### src/rtl/vgaterm_writer.sv
// vgaterm_writer
// Feeds a text-mode VGA terminal from a byte stream. Each accepted byte is
// decoded into zero or more single-cell writes on the terminal's
// writereq/writeack four-phase handshake. A cursor is kept, and CR/LF/BS/FF
// are interpreted. A printable byte in the last column wraps to the next row.
// Every newly entered row is cleared, and FF clears the whole screen.
// Lower case can optionally be folded to upper case for a 64-glyph font.
//
// Ports
//   clk        system clock, all logic on posedge
//   rstn       synchronous reset, active low
//   datain     input byte, held by upstream until accepted
//   datavalid  datain valid
//   dataready  byte accepted on an edge where datavalid && dataready
//   xwrite     column of the current terminal write
//   ywrite     row of the current terminal write
//   charout    code of the current terminal write
//   writereq   write request to terminal
//   writeack   terminal acknowledge / busy
//   curx       cursor column
//   cury       cursor row
//   busy       high while any write or clear sequence is in progress
module vgaterm_writer #(
   parameter int         COLS   = 100,
   parameter int         ROWS   = 32,
   parameter int         XBITS  = 7,
   parameter int         YBITS  = 5,
   parameter logic [7:0] BLANK  = 8'h20,
   parameter bit         UPCASE = 1'b1
) (
   input  logic             clk,
   input  logic             rstn,
   input  logic [7:0]       datain,
   input  logic             datavalid,
   output logic             dataready,
   output logic [XBITS-1:0] xwrite,
   output logic [YBITS-1:0] ywrite,
   output logic [7:0]       charout,
   output logic             writereq,
   input  logic             writeack,
   output logic [XBITS-1:0] curx,
   output logic [YBITS-1:0] cury,
   output logic             busy
);

   typedef enum logic [1:0] {S_IDLE = 2'd0, S_REQ = 2'd1, S_WAIT = 2'd2} state_t;
   typedef enum logic [1:0] {M_CHAR = 2'd0, M_NOADV = 2'd1, M_ROWCLR = 2'd2, M_SCRCLR = 2'd3} mode_t;

   localparam logic [XBITS-1:0] XMAX  = XBITS'(COLS - 1);
   localparam logic [YBITS-1:0] YMAX  = YBITS'(ROWS - 1);
   localparam logic [XBITS-1:0] XZERO = '0;
   localparam logic [XBITS-1:0] XONE  = XBITS'(1);
   localparam logic [YBITS-1:0] YZERO = '0;
   localparam logic [YBITS-1:0] YONE  = YBITS'(1);

   state_t           state_r;
   mode_t            mode_r;
   logic [XBITS-1:0] curx_r;
   logic [YBITS-1:0] cury_r;
   logic [XBITS-1:0] xwrite_r;
   logic [YBITS-1:0] ywrite_r;
   logic [7:0]       charout_r;
   logic             writereq_r;
   logic [7:0]       byte_s;
   logic             dataready_s;
   logic             accept_s;

   // Fold a..z onto A..Z when the font has no lower case glyphs.
   function automatic logic [7:0] fold_case(input logic [7:0] b);
      if (UPCASE && (b >= 8'h61) && (b <= 8'h7A)) begin
         return b - 8'h20;
      end else begin
         return b;
      end
   endfunction

   // Row increment wraps at ROWS, not at the register width.
   function automatic logic [YBITS-1:0] next_row(input logic [YBITS-1:0] y);
      if (y == YMAX) begin
         return YZERO;
      end else begin
         return y + YONE;
      end
   endfunction

   // Input acceptance and byte decode helpers.
   always_comb begin
      byte_s      = fold_case(datain);
      dataready_s = (state_r == S_IDLE) && !writeack && rstn;
      accept_s    = datavalid && dataready_s;
   end

   // Control FSM, cursor and registered write port.
   always_ff @(posedge clk) begin
      if (!rstn) begin
         state_r    <= S_IDLE;
         mode_r     <= M_CHAR;
         curx_r     <= XZERO;
         cury_r     <= YZERO;
         xwrite_r   <= XZERO;
         ywrite_r   <= YZERO;
         charout_r  <= 8'h00;
         writereq_r <= 1'b0;
      end else begin
         case (state_r)
            S_IDLE: begin
               if (accept_s) begin
                  if ((byte_s >= 8'h20) && (byte_s <= 8'h7E)) begin
                     xwrite_r   <= curx_r;
                     ywrite_r   <= cury_r;
                     charout_r  <= byte_s;
                     mode_r     <= M_CHAR;
                     writereq_r <= 1'b1;
                     state_r    <= S_REQ;
                  end else begin
                     case (byte_s)
                        8'h0D: curx_r <= XZERO;
                        8'h0A: begin
                           curx_r     <= XZERO;
                           cury_r     <= next_row(cury_r);
                           xwrite_r   <= XZERO;
                           ywrite_r   <= next_row(cury_r);
                           charout_r  <= BLANK;
                           mode_r     <= M_ROWCLR;
                           writereq_r <= 1'b1;
                           state_r    <= S_REQ;
                        end
                        8'h08: begin
                           // Backspace at column 0 is a no-op.
                           if (curx_r != XZERO) begin
                              curx_r     <= curx_r - XONE;
                              xwrite_r   <= curx_r - XONE;
                              ywrite_r   <= cury_r;
                              charout_r  <= BLANK;
                              mode_r     <= M_NOADV;
                              writereq_r <= 1'b1;
                              state_r    <= S_REQ;
                           end else begin
                              curx_r <= curx_r;
                           end
                        end
                        8'h0C: begin
                           curx_r     <= XZERO;
                           cury_r     <= YZERO;
                           xwrite_r   <= XZERO;
                           ywrite_r   <= YZERO;
                           charout_r  <= BLANK;
                           mode_r     <= M_SCRCLR;
                           writereq_r <= 1'b1;
                           state_r    <= S_REQ;
                        end
                        default: state_r <= S_IDLE;
                     endcase
                  end
               end else begin
                  state_r <= S_IDLE;
               end
            end
            S_REQ: begin
               if (writeack) begin
                  writereq_r <= 1'b0;
                  state_r    <= S_WAIT;
               end else begin
                  writereq_r <= 1'b1;
               end
            end
            S_WAIT: begin
               // The cell is written once the terminal drops writeack.
               if (!writeack) begin
                  case (mode_r)
                     M_CHAR: begin
                        if (curx_r == XMAX) begin
                           curx_r     <= XZERO;
                           cury_r     <= next_row(cury_r);
                           xwrite_r   <= XZERO;
                           ywrite_r   <= next_row(cury_r);
                           charout_r  <= BLANK;
                           mode_r     <= M_ROWCLR;
                           writereq_r <= 1'b1;
                           state_r    <= S_REQ;
                        end else begin
                           curx_r  <= curx_r + XONE;
                           state_r <= S_IDLE;
                        end
                     end
                     M_ROWCLR: begin
                        if (xwrite_r == XMAX) begin
                           state_r <= S_IDLE;
                        end else begin
                           xwrite_r   <= xwrite_r + XONE;
                           writereq_r <= 1'b1;
                           state_r    <= S_REQ;
                        end
                     end
                     M_SCRCLR: begin
                        if ((xwrite_r == XMAX) && (ywrite_r == YMAX)) begin
                           state_r <= S_IDLE;
                        end else if (xwrite_r == XMAX) begin
                           xwrite_r   <= XZERO;
                           ywrite_r   <= ywrite_r + YONE;
                           writereq_r <= 1'b1;
                           state_r    <= S_REQ;
                        end else begin
                           xwrite_r   <= xwrite_r + XONE;
                           writereq_r <= 1'b1;
                           state_r    <= S_REQ;
                        end
                     end
                     default: state_r <= S_IDLE;
                  endcase
               end else begin
                  state_r <= S_WAIT;
               end
            end
            default: begin
               writereq_r <= 1'b0;
               state_r    <= S_IDLE;
            end
         endcase
      end
   end

   assign dataready = dataready_s;
   assign xwrite    = xwrite_r;
   assign ywrite    = ywrite_r;
   assign charout   = charout_r;
   assign writereq  = writereq_r;
   assign curx      = curx_r;
   assign cury      = cury_r;
   assign busy      = (state_r != S_IDLE);

endmodule

### config.mk
export PLATFORM = sky130hd
export DESIGN_NAME = vgaterm_writer
export DESIGN_NICKNAME = d
export VERILOG_FILES = /design/src/rtl/vgaterm_writer.sv
export SDC_FILE = /design/constraint.sdc
export NUM_CORES = 1
export LEC_CHECK = 0
export ABC_AREA = 1
export BUFFER_PORTS_ARGS = -buffer_cell sky130_fd_sc_hd__clkbuf_2
export CAP_MARGIN = 20
export CORE_ASPECT_RATIO = 1.25
export CORE_MARGIN = 8
export CORE_UTILIZATION = 35
export CTS_CLUSTER_DIAMETER = 200
export CTS_CLUSTER_SIZE = 14
export DETAILED_ROUTE_END_ITERATION = 10
export PLACE_DENSITY = 0.65
export SYNTH_ARGS = -nofsm -noshare
export SYNTH_HDL_FRONTEND = slang
export SYNTH_SLANG_ARGS = --single-unit
### constraint.sdc
create_clock -name clk -period 2.45 [get_ports clk]
set_input_delay 0.6125 -clock clk [delete_from_list [all_inputs] [get_ports clk]]
set_output_delay 0.6125 -clock clk [all_outputs]
set_load 0.1 [all_outputs]
Word level (Yosys, flattened, before mapping)
Index checks and enable logic that the tools add are counted.
- bits in read-only memories: 0
- RAM bits: 0
- bits in registers: 37
- memories: 0
- output and inout bits: 35
- input bits: 12
- latch bits: 0
- equal/unequal tests: 32
- mux-type cells: 73
- shift-type cells: 0
- $add $sub $neg: 6
- div/mod/pow operators: 0
- $lt $le $gt $ge: 4
- $mul: 0
- bitwise logic cells: 0
- reduce and logical (&&, ||, !) cells: 22
- operators with widths (operator ; count):
    $mux 7 ; 13
    $mux 5 ; 12
    $mux 8 ; 7
    $pmux 7 s2 ; 4
    $pmux 5 s2 ; 4
    $eq 8x4->1 const B ; 4
    $pmux 8 s2 ; 2
    $reduce_and 7->1 ; 4
    $pmux 2 s3 ; 4
    $pmux 7 s3 ; 1
    $mux 2 ; 10
    $reduce_and 9->1 ; 2
    $le 8x7->1 const B ; 2
    $ne 3x3->1 const B ; 5
    $pmux 5 s3 ; 1
    $add 7x1->7 const B ; 2
    $eq 7x7->1 const B ; 2
    $mux 1 ; 11
    $add 5x1->5 const B ; 2
    $eq 5x5->1 const B ; 2
    $ne 2x2->1 const B ; 5
    $ge 8x6->1 const B ; 1
    $ge 8x7->1 const B ; 1
    $ne 4x4->1 const B ; 2
    other kinds (23) ; 34

Depth between registers and ports, before layout
- depth in word-level cells: 9
- mapped depth: 18
- depth with buffers taken out: 17

Worst setup path after synthesis
No wires, ideal clock.
- path kind: register to register
- from: register state_r[1]
- to: register curx_r[1], in the netlist curx[1]
- setup slack: -1.200 ns
- path buffers: 1
- library setup time: 0.119 ns
- arrival: 3.530 ns
- cell stages (with the launch flop): 14
- cell sequence: dfxtp_1 nor2_1 inv_1 nor3_2 nand2_1 o21ai_2 inv_2 nor2_1 o21ai_1 nor2_2 nand2_1 buf_4 o21ai_1 nor2_1
- longest elaborated chain between the ends: 6
- ends and longest elaborated chain (item ; RTL line ; source):
    start: declaration ; 56 ; state_t state_r;
    start signal: assignment ; 96 ; state_r <= S_IDLE;
    start signal: assignment ; 114 ; state_r <= S_REQ;
    start signal: assignment ; 126 ; state_r <= S_REQ;
    $logic_not 2->1 ; 89 ; dataready_s = (state_r == S_IDLE) && !writeack && rstn;
    $logic_and 1x1->1 (2 in a row) ; 89 ;
    via dataready ; 35 ; output logic dataready,
    $logic_and 1x1->1 ; 90 ; accept_s = datavalid && dataready_s;
    $ne 2x2->1 (no line) ; -- ;
    $reduce_and 7->1 (no line) ; -- ;
    end signal: assignment ; 131 ; curx_r <= curx_r - XONE;
    end signal: assignment ; 139 ; curx_r <= curx_r;
    end signal: assignment ; 182 ; curx_r <= curx_r + XONE;
    end: declaration ; 58 ; logic [XBITS-1:0] curx_r;
The timed path passes the listed nets, and every way through them passes these cells.
A chain may end at the register's enable or synchronous reset.

Final worst setup path
- from: register state_r[0]
- to: register xwrite_r[0], in the netlist xwrite[0]
- longest elaborated chain between the ends: 6
- ends and longest elaborated chain (item ; RTL line ; source):
    $logic_not 2->1 ; 89, 105 ;
    $logic_and 1x1->1 (2 in a row) ; 89 ;
    $logic_and 1x1->1 ; 90 ;
    $ne 2x2->1 (no line) ; -- ;
    $reduce_and 9->1 (no line) ; -- ;
    end signal: assignment ; 109 ; xwrite_r <= curx_r;
    end signal: assignment ; 132 ; xwrite_r <= curx_r - XONE;
    end signal: assignment ; 190 ; xwrite_r <= xwrite_r + XONE;
    end: declaration ; 60 ; logic [XBITS-1:0] xwrite_r;
Parallel ways exist; a longest one is shown, timed or not.

==> impl_metrics.csv <==
group,metric,value,unit
outcome,status,"finished clean",
power,total_leakage_power,1.848,nW
placement,dpl_cell_area,3448,um^2
timing,final_max_slew_viol_count,0,
yosys,synth_flop_cell,"dfxtp_1",
job,drv_cap,0,
critical_path,path_common_cell,"nand2_1",
cells_and_area,layout_commonest_cell,"nand2_1",
critical_path,critPathRequiredTime,2690,ps
timing,hold_violations,0,
route,drtIter0Drc,198,
global_routing,antenna_found_initial,0,
yosys,synth-seq-area-share,0.2559,
critical_path,path_max_fanout,15,
critical_path,r2r_cells,10,
timing,fin_crit_sh,0.9192,
cells_and_area,final_layout_size_suffix_gt1_frac,0.2142,
floorplan,core,8148,um^2
timing,setup_viol,0,
critical_path,worstSetupPathDepth,10,
yosys,syn-num-nets,501,
clocking,cts_tree,"built",
floorplan,die_y,117.7,um
power,vdd_drop_max,310.1,uV
critical_path,crit_arrival,2490,ps
yosys,syn_avg_cell_area,6.029,um^2
route,drc,0,
route,routed_wl,8.351,mm
global_routing,grt_max_degree,30,
clocking,cts_setup_buffers,0,
global_routing,grt.overflow.total,0,
route,routed-via-count,3169,
clocking,ctsHoldBuffers,0,
critical_path,critPathTopFamily,"simple AND/OR/NAND/NOR gates",
cells_and_area,final_cell_mix,"nand2_1 (127), nor2_1 (88), inv_1 (58), clkbuf_2 (45), dfxtp_1 (36)",
global_routing,first_global_vias,3143,
clocking,cts_resized,0,
global_routing,grt_usage,0.1452,
hold_path,hold_class,"flip-flop to flip-flop",
timing,rsz0062_at_grt,"false",
placement,portBuffers,46,
route,m1WireLength,3.662,mm
clocking,clk_latency,300,ps
clocking,path_clk_slew,90,ps
cells_and_area,antenna_cells,0,
placement,dpl.hpwl,6.499,mm
route,wl_met2,4.189,mm
timing,holdWs,452.5,ps
power,powerDensity,477.4,nW/um^2
route,via_per_inst,4.890,
critical_path,critPathSlowestCell,"dfxtp_2",
critical_path,critPathKind,"flip-flop to flip-flop",
critical_path,crit_buf_inv,2,
clocking,root_buffer,"clkbuf_8",
floorplan,initial_utilization,0.3552,
floorplan,rows,37,
route,wire_per_inst,12.89,um
clocking,cts_buffers,5,
yosys,ys_warn_count,0,
hold_path,hold_path_depth,2,
critical_path,crit_path_max_incr_delay,370,ps
yosys,postSynthCellCount,480,
cells_and_area,area_growth_syn_to_layout,23.78,%
timing,clock.fmax,0.4441,GHz
route,detail-route-antenna-nets,0,
timing,worst_pin_slew,552.5,ps
critical_path,critPathCaptureType,"flip-flop",
cells_and_area,fin_area,3582,um^2
floorplan,die_x,97.33,um
yosys,synthArstFlopShare,0,
route,dr_wl_met3,314,um
placement,place.gp.congestion,0.9462,
clocking,h-tree-depth,2,
timing,post-route-min-period,2252,ps
timing,relSlewSlack,0.6332,
yosys,syn_area,2894,um^2
yosys,synth_edf_count,0,
route,dr.max_layer_used,"met4",
clocking,cts_sinks,37,
timing,setup_ws,198.0,ps
floorplan,pin_count,47,
global_routing,grt_first_pass_wirelength,14.34,mm
critical_path,cp-start-kind,"flip-flop",
clocking,clk_path_buf_depth,2,
placement,pre_cts_slack,34.74,ps
cells_and_area,fin_nets,571,
timing,finClkSkew,8.725,ps
floorplan,die-area,11450,um^2
yosys,ys_seq_elements,37,
route,firstDrtPassIters,4,
yosys,synthDistinctLibCells,38,
critical_path,crit_chain,"inv_1 -> nand2_1 -> clkinv_1 -> nand2_1 -> o21ai_0 -> a21oi_1 -> nand4_4 -> nand2_1 -> nand2_1 -> nor2_1",
[flip-flops by register name, summed over array words and instances (netlist names)]
signal / count
curx: 7
writereq: 1
state_r: 2
mode_r: 2
ywrite: 5
xwrite: 7
charout: 8
cury: 5
[layer usage]
| metal | global-route usage | vias to the layer above |
|---|---|---|
| li1 | - | 1656 |
| met1 | 0.1652 | 1434 |
| met2 | 0.2566 | 65 |
| met4 | 0.06363 | 0 |
| met3 | 0.02642 | 14 |
| met5 | 0 | - |
[synth_stat cells (2+ instances only)]
master / number / area [um^2]
inv_2: 5 / 18.77
nand4_2: 2 / 25.02
buf_2: 2 / 10.01
nand2_2: 4 / 25.02
nor2_1: 90 / 337.8
a21oi_1: 20 / 100.1
o211ai_1: 7 / 52.55
o21ai_1: 2 / 10.01
nor2_2: 3 / 18.77
nand3_1: 36 / 180.2
nand2_4: 3 / 33.78
o21ai_0: 17 / 85.08
nand3_2: 2 / 20.02
buf_6: 2 / 22.52
clkbuf_1: 6 / 22.52
dfxtp_1: 37 / 740.7
or2_2: 2 / 12.51
o22ai_1: 4 / 25.02
xor2_1: 9 / 78.83
nand2_1: 128 / 480.5
xnor2_1: 2 / 17.52
nand4_4: 2 / 42.54
nor3_1: 6 / 30.03
ha_1: 9 / 112.6
nand4_1: 9 / 56.30
inv_1: 59 / 221.5
[power breakdown]
group	switching (mW)	internal (mW)
logic	0.304	0.110
registers	0.0168	0.619
clock network	0.255	0.405
[logic make-up (layout without fill, tap and decap cells)]
group	Yosys count	in the layout	share of synthesized area
AND/OR/NAND/NOR	292	292	0.4591
buffers and inverters	77	148	0.1081
AO/OA/AOI/OAI	54	54	0.1046
flip-flops	37	37	0.2559
XOR/XNOR	11	11	0.03329
adder cells (fa/ha/maj)	9	9	0.03891
[cell type report]
type                    instances  area (um^2)
fillers                       906         4566
multi-input cells             366         1876
flip-flops and latches         37        742.0
repair buffers                 74        455.4
inverters                      66        254.0
well taps                      97        121.4
clock buffers                   5        68.82
clock inverters                 3        65.06
[tightest hold or removal path: cells and delay by family, from the launching register on]
kind                   cells  cell delay [ps]
buffers and inverters      1               30
DFF                        1              330
and+or+nand+nor            1               60
[through the flow]
step,std cells,power [mW],util,TNS (ps)
after global placement,640,1.060,0.4232,0
after CTS,648,1.723,0.4397,0
final,648,1.710,0.4397,0
after detailed placement,640,1.063,0.4232,0
after global routing,648,1.788,0.4397,0
after floorplan,480,0.9548,-,-15240
[worst paths after layout]
path | from | to | slack (ps)
max | state_r[0] | xwrite[0] | 200
min | charout[7] | charout[7] | 450
max reg2reg | state_r[0] | xwrite[0] | 200
min reg2reg | charout[7] | charout[7] | 450
(Power assumes the default switching activity.)
